$ cat src/rtl/core_debug_unit.sv
`default_nettype none
// ============================================================================
// Module   : core_debug_unit
// Purpose  : Debugger command sequencer for halt, step, register and memory access.
//            The memory access path is built only when DEBUG_MEM_ACCESS_EN is defined.
// Revision : 1.0
// ============================================================================
module core_debug_unit #(
    parameter int MEM_TIMEOUT = 64
) (
    input  logic        clk,
    input  logic        rst,
    input  logic        send_debug_command,
    input  logic        send_debug_command_data_argument,
    input  logic        send_debug_command_address_argument,
    input  logic [31:0] debug_bus,
    output logic        core_busy,
    output logic [31:0] debug_result,
    output logic        core_halt,
    output logic        core_step,
    input  logic        core_retired,
    output logic [4:0]  reg_addr,
    output logic [31:0] reg_wdata,
    output logic        reg_we,
    input  logic [31:0] reg_rdata,
    output logic [31:0] mem_addr,
    output logic [31:0] mem_wdata,
    output logic        mem_req,
    output logic        mem_we,
    input  logic        mem_ready,
    input  logic [31:0] mem_rdata
);

    localparam logic [2:0] S_IDLE      = 3'd0;
    localparam logic [2:0] S_GET_DATA  = 3'd1;
    localparam logic [2:0] S_GET_ADDR  = 3'd2;
    localparam logic [2:0] S_EXEC      = 3'd3;
`ifdef DEBUG_MEM_ACCESS_EN
    localparam logic [2:0] S_MEM_WAIT  = 3'd4;
`endif
    localparam logic [2:0] S_STEP_WAIT = 3'd5;

    localparam logic [2:0] OP_NOP       = 3'd0;
    localparam logic [2:0] OP_HALT      = 3'd1;
    localparam logic [2:0] OP_RESUME    = 3'd2;
    localparam logic [2:0] OP_STEP      = 3'd3;
    localparam logic [2:0] OP_READ_REG  = 3'd4;
    localparam logic [2:0] OP_WRITE_REG = 3'd5;
    localparam logic [2:0] OP_READ_MEM  = 3'd6;
    localparam logic [2:0] OP_WRITE_MEM = 3'd7;

    localparam logic [31:0] RES_ERROR   = 32'hFFFF_FFFF;
`ifdef DEBUG_MEM_ACCESS_EN
    localparam logic [31:0] RES_TIMEOUT = 32'hFFFF_FFFE;
    localparam int          TW          = (MEM_TIMEOUT > 1) ? $clog2(MEM_TIMEOUT) : 1;
`endif

    logic [2:0]  state;
    logic [2:0]  opcode;
    logic [31:0] data_arg;
    logic [31:0] addr_arg;
    logic        in_exec;

`ifdef DEBUG_MEM_ACCESS_EN
    logic [TW-1:0] timeout_cnt;
`endif

    // Side-effect strobes are decoded from EXEC so they last exactly one cycle.
    always_comb begin
        in_exec   = (state == S_EXEC);
        core_step = in_exec && (opcode == OP_STEP) && core_halt;
        reg_we    = in_exec && (opcode == OP_WRITE_REG) && core_halt && (addr_arg[4:0] != 5'd0);
        reg_addr  = addr_arg[4:0];
        reg_wdata = data_arg;
        mem_addr  = addr_arg;
        mem_wdata = data_arg;
    end

`ifdef DEBUG_MEM_ACCESS_EN
    assign mem_we = mem_req && (opcode == OP_WRITE_MEM);
`else
    logic unused_mem;
    assign mem_req    = 1'b0;
    assign mem_we     = 1'b0;
    assign unused_mem = &{1'b0, mem_ready, mem_rdata, (MEM_TIMEOUT > 0)};
`endif

    always_ff @(posedge clk) begin
        if (rst) begin
            state        <= S_IDLE;
            opcode       <= 3'd0;
            data_arg     <= 32'd0;
            addr_arg     <= 32'd0;
            core_busy    <= 1'b0;
            core_halt    <= 1'b0;
            debug_result <= 32'd0;
`ifdef DEBUG_MEM_ACCESS_EN
            mem_req      <= 1'b0;
            timeout_cnt  <= '0;
`endif
        end else begin
            case (state)
                S_IDLE: begin
                    if (send_debug_command) begin
                        opcode    <= debug_bus[2:0];
                        core_busy <= 1'b1;
                        state     <= S_GET_DATA;
                    end
                end

                S_GET_DATA: begin
                    if (send_debug_command) begin
                        opcode <= debug_bus[2:0];
                    end else if (send_debug_command_data_argument) begin
                        data_arg <= debug_bus;
                        state    <= S_GET_ADDR;
                    end
                end

                S_GET_ADDR: begin
                    if (send_debug_command) begin
                        opcode <= debug_bus[2:0];
                        state  <= S_GET_DATA;
                    end else if (send_debug_command_address_argument) begin
                        addr_arg <= debug_bus;
                        state    <= S_EXEC;
                    end
                end

                S_EXEC: begin
                    // Single-cycle completion unless a multi-cycle command overrides below.
                    state     <= S_IDLE;
                    core_busy <= 1'b0;
                    case (opcode)
                        OP_NOP: debug_result <= 32'd0;
                        OP_HALT: begin
                            core_halt    <= 1'b1;
                            debug_result <= 32'd0;
                        end
                        OP_RESUME: begin
                            core_halt    <= 1'b0;
                            debug_result <= 32'd0;
                        end
                        OP_STEP: begin
                            if (!core_halt) begin
                                debug_result <= RES_ERROR;
                            end else if (core_retired) begin
                                debug_result <= 32'd1;
                            end else begin
                                state     <= S_STEP_WAIT;
                                core_busy <= 1'b1;
                            end
                        end
                        OP_READ_REG:  debug_result <= core_halt ? reg_rdata : RES_ERROR;
                        OP_WRITE_REG: debug_result <= core_halt ? 32'd0 : RES_ERROR;
                        OP_READ_MEM, OP_WRITE_MEM: begin
`ifdef DEBUG_MEM_ACCESS_EN
                            if (!core_halt) begin
                                debug_result <= RES_ERROR;
                            end else begin
                                state       <= S_MEM_WAIT;
                                core_busy   <= 1'b1;
                                mem_req     <= 1'b1;
                                timeout_cnt <= '0;
                            end
`else
                            debug_result <= RES_ERROR;
`endif
                        end
                    endcase
                end

`ifdef DEBUG_MEM_ACCESS_EN
                S_MEM_WAIT: begin
                    if (mem_ready) begin
                        mem_req      <= 1'b0;
                        core_busy    <= 1'b0;
                        state        <= S_IDLE;
                        debug_result <= (opcode == OP_READ_MEM) ? mem_rdata : 32'd0;
                    end else if (timeout_cnt == TW'(MEM_TIMEOUT - 1)) begin
                        mem_req      <= 1'b0;
                        core_busy    <= 1'b0;
                        state        <= S_IDLE;
                        debug_result <= RES_TIMEOUT;
                    end else begin
                        timeout_cnt <= timeout_cnt + 1'b1;
                    end
                end
`endif

                S_STEP_WAIT: begin
                    if (core_retired) begin
                        debug_result <= 32'd1;
                        core_busy    <= 1'b0;
                        state        <= S_IDLE;
                    end
                end

                default: begin
                    state     <= S_IDLE;
                    core_busy <= 1'b0;
                end
            endcase
        end
    end

endmodule
`default_nettype wire

$ cat config.mk
export PLATFORM = sky130hd
export DESIGN_NAME = core_debug_unit
export DESIGN_NICKNAME = d
export VERILOG_FILES = /design/src/rtl/core_debug_unit.sv
export SDC_FILE = /design/constraint.sdc
export NUM_CORES = 1
export LEC_CHECK = 0
export CORE_MARGIN = 4
export CORE_UTILIZATION = 40
export CTS_CLUSTER_DIAMETER = 150
export CTS_CLUSTER_SIZE = 40
export DETAILED_ROUTE_END_ITERATION = 8
export PLACE_DENSITY = 0.81
export SLEW_MARGIN = 10
export SYNTH_ARGS = -nofsm -noshare
export SYNTH_HDL_FRONTEND = slang
export SYNTH_SLANG_ARGS = --single-unit
$ cat constraint.sdc
create_clock -name clk -period 2.85 [get_ports clk]
set_input_delay 0.855 -clock clk [delete_from_list [all_inputs] [get_ports clk]]
set_output_delay 0.855 -clock clk [all_outputs]
set_load 0.02 [all_outputs]
==> results.sh <==
export IMPL_status="complete, no violations"
export IMPL_final_setup_skew_ps=4.01
export IMPL_drtIter0Drc=245
export IMPL_synth_mux_area_share_pct=0.646
export IMPL_cp_arrival_ps=1870
export IMPL_syn_instance_count=584
export IMPL_crit_required_ps=2000
export IMPL_max_vdd_ir_drop_mv=0.278
export IMPL_ios=242
export IMPL_fillers=1014
export IMPL_fmax_ghz=0.367
export IMPL_leakage_uw=0.00259
export IMPL_row_count=39
export IMPL_critPathLaunchType="flop"
export IMPL_clk_insertion_delay_late_ps=340
export IMPL_grt_overflow=0
export IMPL_hold_end="mem_addr[31]$_SDFFE_PP0P_"
export IMPL_synthTopCellsByArea="dfxtp_1, a21oi_1, nand2_1"
export IMPL_yosys_area_share_simple_pct=21.0
export IMPL_multi_input_area_mm2=0.00204
export IMPL_gp_congestion=0.834
export IMPL_fin_crit_ps=2730
export IMPL_clkSinkCount=104
export IMPL_post_cts_buffers=0
export IMPL_synth_edf_count=0
export IMPL_cts_buffers_inserted=9
export IMPL_drt_pass1_iter_count=4
export IMPL_path_clk_slew_ps=70
export IMPL_p_int_uw=2520
export IMPL_ys_seq_area_share_pct=44.8
export IMPL_vias=4498
export IMPL_switchingPower_uw=853
export IMPL_met1_length_um=5530
export IMPL_yosysTopAreaCell="dfxtp_1"
export IMPL_hp_start="mem_addr[31]$_SDFFE_PP0P_"
export IMPL_antenna_found_initial=0
export IMPL_core_area_mm2=0.0114
export IMPL_crit_path_max_fanout=8
export IMPL_slew_violations=0
export IMPL_setup_tns_ps=0
export IMPL_async_reset_ff_share_pct=0
export IMPL_p_seq_share_pct=45.5
export IMPL_vias_per_cell=5.13
export IMPL_cts_hold_buffers=0
export IMPL_synthFlopType="dfxtp_1"
export IMPL_worst_pin_slew_ps=934
export IMPL_drt_total_wl_um=13800
export IMPL_tritoncts="done"
export IMPL_cts_resized_gates=2
export IMPL_route_met2_wl_um=6710
export IMPL_grt_pass1_vias=4453
export IMPL_grt_start_max_net_pins=79
export IMPL_dieHeight_um=116
export IMPL_hold_ws_ps=453
export IMPL_setup_worst_path_end_class="output pin"
export IMPL_regArea_mm2=0.00208
export IMPL_p_sw_share_pct=25.3
export IMPL_die_area_mm2=0.0134
export IMPL_combPwrFrac_pct=16.1
export IMPL_diodes=0
export IMPL_syn_to_final_growth_pct=46.8
export IMPL_p_clk_share_pct=38.4
export IMPL_hold_viol=0
export IMPL_start_util_pct=40.7
export IMPL_die_w_um=116
export IMPL_synth_top_area_share_pct=44.8
export IMPL_nets=834
export IMPL_synth_xor_area_share_pct=0.188
export IMPL_syn_cell_area_mm2=0.00465
export IMPL_max_slew_margin_pct=37.7
export IMPL_drive_above_1_share_pct=5.31
export IMPL_fin_crit_sh_pct=95.7
export IMPL_worst_setup_path_type="reg -> out"
export IMPL_dpl_hpwl_um=9670
export IMPL_ys_types=41
export IMPL_reg2reg_to="debug_result[18]$_SDFFE_PP0P_"
export IMPL_synth_warnings=0
export IMPL_root_buffer="clkbuf_16"
export IMPL_rrSetupSlack_ps=580
export IMPL_port_buffers=206
export IMPL_grt_pass1_wl_um=21900
export IMPL_drv_cap=0
export IMPL_synth_top_family_by_area="compound AO/OA/AOI/OAI gates"
export IMPL_synth_fa_ha_area_share_pct=0
export IMPL_ant_nets=0
export IMPL_min_path_type="reg -> reg"
export IMPL_setup_violations=0
export IMPL_clk_path_buf_depth=2
export IMPL_synth_compound_area_share_pct=21.9
export IMPL_highest_layer="met4"
export IMPL_ff2ff_path_depth=5
export IMPL_syn_area_per_cell_um2=7.96
export IMPL_met3_length_um=1260
export IMPL_drc=0
export IMPL_synth_seq_cells=104
export IMPL_htree_levels=3
export IMPL_rr_startpoint="opcode[2]$_SDFFE_PP0P_"
export IMPL_hold_depth=2
export IMPL_post_drt_wl_per_cell_um=15.7
export IMPL_p_per_area_mw_per_mm2=494
export IMPL_grt_use_total_pct=20.1
export IMPL_rsz0062_at_grt="no"
## stage by stage
step | std cells | setup slack, ps | cell area, µm² | util (%) | total power [µW]
after floorplan | 585 | 482 | 4650 | - | 1870
after global placement | 863 | 162 | 6510 | 57.0 | 2090
after detailed placement | 863 | 75.3 | 6510 | 57.0 | 2110
after CTS | 877 | 116 | 6820 | 59.8 | 3400
after global routing | 877 | 53.6 | 6820 | 59.8 | 3500
final | 877 | 122 | 6820 | 59.8 | 3370
## cells in the mapped netlist, types with 2 or more instances
cell / number
buf_6: 5
a21oi_1: 106
buf_2: 8
dfxtp_1: 104
nand2_1: 133
nor2b_1: 27
or2_2: 2
a21o_1: 26
inv_1: 2
o21ai_0: 28
a211o_1: 7
nor2_1: 15
mux2i_1: 3
nor4b_1: 2
nand2b_1: 13
clkbuf_1: 35
buf_4: 39
nor4_1: 2
nand3b_1: 4
nand4_1: 2
## layer usage
metal	vias to the layer above	global-route usage, %
li1	2202	-
met1	2105	24.0
met2	170	33.8
met3	21	6.37
met4	0	7.58
met5	-	0
## cell families after synthesis
family	count (synthesis)
AO/OA/AOI/OAI	176
XOR/XNOR	1
buffers and inverters	89
flip-flops	104
multiplexers	3
other	1
AND/OR/NAND/NOR	210
## power groups by stage
stage,combinational (µW),clock [µW],sequential (µW)
CTS,545,1320,1530
global route,587,1380,1540
floorplan,278,0,1590
finish,543,1290,1530
global placement,533,0,1560
detailed placement,542,0,1560
## registers in the layout, indices dropped and copies added (netlist names)
| name | count |
|---|---|
| debug_result | 32 |
| mem_addr | 32 |
| mem_wdata | 32 |
| opcode | 3 |
| state | 3 |
| core_busy | 1 |
| core_halt | 1 |
## worst max-delay path: stages, from the launching register on
cell and delay (ps):
dfxtp_1 470, nand3b_1 240, nor2_1 190, clkdlybuf4s50_1 640
## final cells by class
class	count	area share [%]
multi-input combinational	392	29.9
clock inverter	5	1.23
inverter	2	0.110
sequential	104	30.5
timing repair buffer	222	32.3
tap	143	2.62
clock buffer	9	3.30
## how the worst max path moves through the flow
stage                                start                             to  slack (ps)  cells after the start
floorplan           opcode[0]$_SDFFE_PP0P_                         reg_we         480                      4
global placement        send_debug_command       mem_addr[7]$_SDFFE_PP0P_         160                      7
detailed placement            core_retired  debug_result[18]$_SDFFE_PP0P_          80                      5
CTS                 opcode[1]$_SDFFE_PP0P_                      core_step         120                      3
global route        opcode[1]$_SDFFE_PP0P_                      core_step          50                      3
finish              opcode[1]$_SDFFE_PP0P_                      core_step         120                      3
## cell usage in the layout (no fill, tap or decap), drive strengths merged, types with 3 or more instances in the layout
cell / instances
nand2: 134
o21ai: 28
nor2: 15
clkdlybuf4s50: 204
a21oi: 106
clkbuf: 9
nand2b: 13
a211o: 7
a21o: 26
nand3b: 4
nor2b: 27
buf: 17
dfxtp: 104
mux2i: 3
Power figures use the tool's default switching activity.
